===== config.mk =====
export PLATFORM = sky130hd
export DESIGN_NAME = vga_timing_gen
export DESIGN_NICKNAME = d
export VERILOG_FILES = /design/src/rtl/vga_pkg.sv /design/src/rtl/vga_timing_core.sv /design/src/rtl/vga_timing_gen.sv
export SDC_FILE = /design/constraint.sdc
export NUM_CORES = 1
export LEC_CHECK = 0
export CAP_MARGIN = 20
export CORE_MARGIN = 2
export CORE_UTILIZATION = 40
export DETAILED_ROUTE_END_ITERATION = 10
export SYNTH_ARGS = -nofsm -noshare
export SYNTH_HDL_FRONTEND = slang
export SYNTH_SLANG_ARGS = --single-unit

===== constraint.sdc =====
create_clock -name clk -period 2.62 [get_ports clk]
set_clock_uncertainty 0.15 [all_clocks]
set_input_delay 0.524 -clock clk [delete_from_list [all_inputs] [get_ports clk]]
set_output_delay 0.524 -clock clk [all_outputs]
set_load 0.01 [all_outputs]

===== src/rtl/vga_pkg.sv =====
// rtl/vga_pkg.sv - shared pattern-mode encoding, width helper and standard 640x480@60 timing
package vga_pkg;

  typedef enum logic [1:0] {
    MODE_BORDER = 2'd0,
    MODE_CHECK  = 2'd1,
    MODE_BARS   = 2'd2,
    MODE_EXT    = 2'd3
  } mode_e;

  localparam int STD_PIX_DIV = 2;
  localparam int STD_H_ACT   = 640;
  localparam int STD_H_FP    = 16;
  localparam int STD_H_SYNC  = 96;
  localparam int STD_H_BP    = 48;
  localparam int STD_V_ACT   = 480;
  localparam int STD_V_FP    = 10;
  localparam int STD_V_SYNC  = 2;
  localparam int STD_V_BP    = 33;

  function automatic int clog2(input int value);
    int r;
    r = 0;
    while ((1 << r) < value) r++;
    return r;
  endfunction

endpackage


===== src/rtl/vga_timing_core.sv =====
// rtl/vga_timing_core.sv - pixel divider, raster counters and raw act/sync decode
module vga_timing_core
  import vga_pkg::*;
#(
  parameter int PIX_DIV = STD_PIX_DIV,
  parameter int H_ACT   = STD_H_ACT,
  parameter int H_FP    = STD_H_FP,
  parameter int H_SYNC  = STD_H_SYNC,
  parameter int H_BP    = STD_H_BP,
  parameter int V_ACT   = STD_V_ACT,
  parameter int V_FP    = STD_V_FP,
  parameter int V_SYNC  = STD_V_SYNC,
  parameter int V_BP    = STD_V_BP,
  localparam int XW = clog2(H_ACT + H_FP + H_SYNC + H_BP),
  localparam int YW = clog2(V_ACT + V_FP + V_SYNC + V_BP)
) (
  input  logic          clk,
  input  logic          rst_n,
  output logic          pixCe,
  output logic [XW-1:0] xPos,
  output logic [YW-1:0] yPos,
  output logic          act,
  output logic          hsRaw,
  output logic          vsRaw
);

  localparam int DW = (PIX_DIV > 1) ? clog2(PIX_DIV) : 1;

  localparam logic [DW-1:0] DIV_LAST = DW'(PIX_DIV - 1);
  localparam logic [XW-1:0] X_LAST   = XW'(H_ACT + H_FP + H_SYNC + H_BP - 1);
  localparam logic [XW-1:0] X_ACT    = XW'(H_ACT);
  localparam logic [XW-1:0] HS_START = XW'(H_ACT + H_FP);
  localparam logic [XW-1:0] HS_END   = XW'(H_ACT + H_FP + H_SYNC);
  localparam logic [YW-1:0] Y_LAST   = YW'(V_ACT + V_FP + V_SYNC + V_BP - 1);
  localparam logic [YW-1:0] Y_ACT    = YW'(V_ACT);
  localparam logic [YW-1:0] VS_START = YW'(V_ACT + V_FP);
  localparam logic [YW-1:0] VS_END   = YW'(V_ACT + V_FP + V_SYNC);

  logic [DW-1:0] div;

  // With PIX_DIV=1 DIV_LAST is zero, so div never leaves 0 and pixCe stays high.
  always_ff @(posedge clk or negedge rst_n) begin
    if (!rst_n) begin
      div <= '0;
    end else if (div == DIV_LAST) begin
      div <= '0;
    end else begin
      div <= div + DW'(1);
    end
  end

  assign pixCe = (div == DIV_LAST);

  always_ff @(posedge clk or negedge rst_n) begin
    if (!rst_n) begin
      xPos <= '0;
      yPos <= '0;
    end else if (pixCe) begin
      if (xPos == X_LAST) begin
        xPos <= '0;
        yPos <= (yPos == Y_LAST) ? '0 : yPos + YW'(1);
      end else begin
        xPos <= xPos + XW'(1);
      end
    end
  end

  assign act   = (xPos < X_ACT) && (yPos < Y_ACT);
  assign hsRaw = (xPos >= HS_START) && (xPos < HS_END);
  assign vsRaw = (yPos >= VS_START) && (yPos < VS_END);

endmodule


===== src/rtl/vga_timing_gen.sv =====
// rtl/vga_timing_gen.sv - VGA timing top: per-frame mode latch, test patterns, registered pixel outputs
module vga_timing_gen
  import vga_pkg::*;
#(
  parameter int PIX_DIV    = STD_PIX_DIV,
  parameter int H_ACT      = STD_H_ACT,
  parameter int H_FP       = STD_H_FP,
  parameter int H_SYNC     = STD_H_SYNC,
  parameter int H_BP       = STD_H_BP,
  parameter int V_ACT      = STD_V_ACT,
  parameter int V_FP       = STD_V_FP,
  parameter int V_SYNC     = STD_V_SYNC,
  parameter int V_BP       = STD_V_BP,
  parameter bit HS_POL     = 1'b0,
  parameter bit VS_POL     = 1'b0,
  parameter int RW         = 3,
  parameter int GW         = 3,
  parameter int BW         = 2,
  parameter int CHECK_LOG2 = 3,
  localparam int XW = clog2(H_ACT + H_FP + H_SYNC + H_BP),
  localparam int YW = clog2(V_ACT + V_FP + V_SYNC + V_BP)
) (
  input  logic                clk,
  input  logic                rst_n,
  input  logic [1:0]          mode,
  input  logic [RW+GW+BW-1:0] ext_rgb,
  output logic                pix_ce,
  output logic [XW-1:0]       x_pos,
  output logic [YW-1:0]       y_pos,
  output logic [RW-1:0]       red,
  output logic [GW-1:0]       green,
  output logic [BW-1:0]       blue,
  output logic                hsync,
  output logic                vsync,
  output logic                de,
  output logic                frame_start
);

  localparam int CW = RW + GW + BW;

  localparam logic [XW-1:0] X_LAST   = XW'(H_ACT + H_FP + H_SYNC + H_BP - 1);
  localparam logic [XW-1:0] BAR_LAST = XW'(H_ACT / 8 - 1);
  localparam logic [XW-1:0] X_B1     = XW'(10);
  localparam logic [XW-1:0] X_B2     = XW'(H_ACT - 11);
  localparam logic [XW-1:0] X_B3     = XW'(H_ACT - 1);
  localparam logic [YW-1:0] Y_B1     = YW'(10);
  localparam logic [YW-1:0] Y_B2     = YW'(V_ACT - 11);
  localparam logic [YW-1:0] Y_B3     = YW'(V_ACT - 1);

  logic          pixCe;
  logic [XW-1:0] xCnt;
  logic [YW-1:0] yCnt;
  logic          act;
  logic          hsRaw;
  logic          vsRaw;

  vga_timing_core #(
    .PIX_DIV (PIX_DIV),
    .H_ACT   (H_ACT),
    .H_FP    (H_FP),
    .H_SYNC  (H_SYNC),
    .H_BP    (H_BP),
    .V_ACT   (V_ACT),
    .V_FP    (V_FP),
    .V_SYNC  (V_SYNC),
    .V_BP    (V_BP)
  ) u_core (
    .clk   (clk),
    .rst_n (rst_n),
    .pixCe (pixCe),
    .xPos  (xCnt),
    .yPos  (yCnt),
    .act   (act),
    .hsRaw (hsRaw),
    .vsRaw (vsRaw)
  );

  assign pix_ce = pixCe;
  assign x_pos  = xCnt;
  assign y_pos  = yCnt;

  logic  origin;
  mode_e modeQ;
  mode_e modeEff;

  assign origin = (xCnt == '0) && (yCnt == '0);

  always_ff @(posedge clk or negedge rst_n) begin
    if (!rst_n) begin
      modeQ <= MODE_BORDER;
    end else if (pixCe && origin) begin
      modeQ <= mode_e'(mode);
    end
  end

  // Pixel (0,0) already belongs to the new frame, so it uses the mode being latched.
  assign modeEff = origin ? mode_e'(mode) : modeQ;

  logic [2:0]    barIdx;
  logic [XW-1:0] barPix;

  always_ff @(posedge clk or negedge rst_n) begin
    if (!rst_n) begin
      barIdx <= '0;
      barPix <= '0;
    end else if (pixCe) begin
      if (xCnt == X_LAST) begin
        barIdx <= '0;
        barPix <= '0;
      end else if (barPix == BAR_LAST) begin
        barIdx <= barIdx + 3'd1;
        barPix <= '0;
      end else begin
        barPix <= barPix + XW'(1);
      end
    end
  end

  logic          onBorder;
  logic          checkOn;
  logic [CW-1:0] patRgb;

  assign onBorder = (xCnt == '0) || (xCnt == X_B1) || (xCnt == X_B2) || (xCnt == X_B3) ||
                    (yCnt == '0) || (yCnt == Y_B1) || (yCnt == Y_B2) || (yCnt == Y_B3);
  assign checkOn  = xCnt[CHECK_LOG2] ^ yCnt[CHECK_LOG2];

  always_comb begin
    patRgb = '0;
    case (modeEff)
      MODE_BORDER: patRgb = onBorder ? '1 : '0;
      MODE_CHECK:  patRgb = checkOn ? '1 : '0;
      MODE_BARS:   patRgb = {{RW{barIdx[2]}}, {GW{barIdx[1]}}, {BW{barIdx[0]}}};
      MODE_EXT:    patRgb = ext_rgb;
      default:     patRgb = '0;
    endcase
  end

  always_ff @(posedge clk or negedge rst_n) begin
    if (!rst_n) begin
      red         <= '0;
      green       <= '0;
      blue        <= '0;
      de          <= 1'b0;
      hsync       <= !HS_POL;
      vsync       <= !VS_POL;
      frame_start <= 1'b0;
    end else if (pixCe) begin
      red         <= act ? patRgb[CW-1 -: RW] : '0;
      green       <= act ? patRgb[BW +: GW]   : '0;
      blue        <= act ? patRgb[BW-1:0]     : '0;
      de          <= act;
      hsync       <= hsRaw ? HS_POL : !HS_POL;
      vsync       <= vsRaw ? VS_POL : !VS_POL;
      frame_start <= origin;
    end
  end

endmodule


==> results.yml <==
status:
  status: "completed"
critical_path:
  timing.rr.end: "green[0]"
  worstReg2RegStart: "u_core.yPos[5]"
  reg2reg_depth: 5
  critPathArrivalTime_ns: 2.34
  critical_path.endpoint_type: "register"
  critPathKind: "register to register"
  critPathRequiredTime_ns: 2.62
  critPathMaxFanout: 12
  startpoint_type: "register"
  reg2reg_setup_slack_ns: 0.28
detailed_routing:
  dr.pass1.iters: 4
  route.detailed.drc: 0
  antenna_left: 0
  totalWireLength_um: 6593
  via_per_inst: 5.425
  wl_per_cell_um: 15.93
  drt-initial-drc-count: 86
  vias: 2246
logic_synthesis:
  synthTopCellsByArea: "dfrtp_1 (41%), nand2_1 (5.1%), ha_1 (4.5%)"
  synth_top_family_by_area: "simple AND/OR/NAND/NOR gates"
  synth_warnings: 0
  synth_cells: 287
  synth_mux_area_frac: 0.02970
  synthFlopType: "dfrtp_1"
  synth_seq_cells: 48
  synth_seq_area_share: 0.4329
  async_flop_share: 1.000
  yosys.cell_types.count: 51
  synth_area_per_cell_um2: 9.687
  synth_compound_area_frac: 0.1652
  synth_common_cells: "dfrtp_1 (46), nand2_1 (38), nor2_1 (22)"
  synthSimpleGateAreaFrac: 0.2183
  yosys.area_share.xor_xnor: 0.06301
  synth_edf_count: 0
  synth.top_cell.area_share: 0.4140
  yosys.area.top_type: "dfrtp_1"
  syn_area_um2: 2780
  yosys.cell_count.top_type: "dfrtp_1"
  synthesis.nets: 309
  synth_adder_area_share: 0.04500
die:
  row_count: 30
  start_util: 0.4115
  die_w_um: 87.37
  die_h_um: 87.37
  core_area_um2: 6756
  die_area_um2: 7634
  pin_count: 45
layout:
  n_antenna_cell: 0
  area_delta_synth_final_pct: 22.95
  layout-drive-gt1-share: 0.1018
  fin_util: 0.5059
  nets: 355
  stdcell_count: 414
power:
  powerDensity_nw_per_um2: 385.4
  peakVddDrop_v: 0.0002609
  p_comb_frac: 0.067
  leakage_uw: 0.001470
  p_clk_frac: 0.357
  power_frac_seq: 0.576
  switchingPower_uw: 308.1
  p_int_uw: 1009
  swShare: 0.2339
cts:
  clock-root-buffer: "clkbuf_8"
  cts_setup_buffers: 0
  clock_path_buffers: 2
  cts_num_sinks: 48
  cts_tree: "done"
  numCtsBuffers: 5
  postCtsHoldBufs: 0
  clk_latency_ns: 0.30
  cts-htree-levels: 2
  clkTransAtPathRegs_ns: 0.09
global_routing:
  grt_usage: 0.1866
  antenna_found_initial: 0
  grt_pass1_vias: 2213
  grt_pass1_wl_um: 11140
  grt_start_max_net_pins: 26
  grt_overflow: 0
timing:
  finalHoldViolations: 0
  timing.fmax_mhz: 427.3
  relSlewSlack: 0.5580
  finalMaxSlewViolations: 0
  worst_slew_pin_slew_ns: 0.6590
  period_share: 0.8932
  grt_setup_unrepaired: "no"
  tns_ns: 0
  fin_crit_ns: 2.340
  finalSetupViolCount: 0
placed_design:
  portBuffers: 44
  gp_congestion: 0.7514
  dp_hpwl_um: 4697
  place_inst: 406
flow_run:
  drv_cap: 0
min_path:
  hp-class: "input port to async pin"
## stage by stage
step	setup slack, ns	area, um2	power, uW	hold slack [ns]
global placement	0.2971	3321	862.6	0.3224
floorplan	0.5332	2780	801.3	0.07841
detailed placement	0.1960	3321	863.5	0.3230
finish	0.2799	3418	1317	0.05998
global route	0.1171	3418	1379	0.09458
CTS	0.1941	3413	1342	0.07524
## what timing repair did
item	in CTS	in global routing
gates resized for setup	0	1
endpoints found under the setup margin	0	8
endpoints found under the hold margin	0	0
## worst max-delay path by stage
stage | from | end | slack (ns)
after global routing | u_core.xPos[6] | green[0] | 0.12
after detailed placement | u_core.xPos[0] | red[1] | 0.20
after global placement | u_core.xPos[0] | green[2] | 0.30
after CTS | u_core.xPos[0] | red[1] | 0.19
after floorplan | u_core.yPos[0] | blue[0] | 0.53
final | u_core.yPos[5] | green[0] | 0.28
## critical path, stage by stage, from the launching register on
cell	delay [ns]
dfrtp_1	0.49
nor4_4	0.36
nand4b_2	0.19
or2_1	0.42
a21oi_2	0.41
a32oi_1	0.17
## logic make-up after synthesis
kind of cell,Yosys count
mux,7
buf+inv,28
fa+ha+maj,10
compound gates,60
flops,48
simple gates,114
xor+xnor,20
## per-layer routing
layer	GRT usage	part of all wire	vias to the layer above	routed length, um
met2	0.2996	0.47	24	3080
met4	0.05035	0.012	0	80
met5	0	0	-	0
li1	-	-	1131	-
met1	0.2554	0.49	1085	3232
met3	0.03981	0.030	6	199
## cell usage in the layout (no fill, tap or decap), types with 2 or more instances in the layout
cell type and instances:
inv_1 14, nor4_4 2, a31oi_1 2, mux2i_1 3, a22o_1 2, mux2_4 2, buf_4 8, and2_1 2
nand2_1 38, nor2_1 22, and4b_1 2, nand3_1 14, clkbuf_8 6, clkinv_2 2, o21ai_1 2, o21ai_0 12
mux2_2 2, dfrtp_1 46, ha_1 10, xor2_1 10, clkdlybuf4s50_1 43, nor3_1 6, nand4_1 9, o31ai_1 2
and3_1 7, o211ai_1 11, xnor2_1 10, o211a_1 8, a21oi_1 5, a32oi_1 8, dfstp_2 2
## sequential cells by signal, summed over array words and instances (netlist names)
signal        count
barPix           10
u_core.xPos      10
u_core.yPos      10
barIdx            3
green             3
red               3
blue              2
modeQ             2
de                1
frame_start       1
hsync             1
u_core.pixCe      1
vsync             1
## cell type report
type | count | area, um2
Fill cell | 638 | 3338
Sequential cell | 48 | 1204
Timing Repair Buffer | 53 | 515.5
Multi-Input combinational cell | 211 | 1454
Inverter | 14 | 52.55
Clock inverter | 2 | 10.01
Clock buffer | 6 | 82.58
Tap cell | 80 | 100.1
## power by group through the flow
stage | clock (uW) | combinational [uW] | sequential, uW
6_report | 470 | 88.8 | 759
4_1_cts | 492 | 90.5 | 759
5_1_grt | 520 | 98.7 | 761
3_5_place_dp | 0 | 90.2 | 773
2_1_floorplan | 0 | 24.5 | 777
3_3_place_gp | 0 | 89.8 | 773
Note: power is estimated with default switching activity, not from simulation.
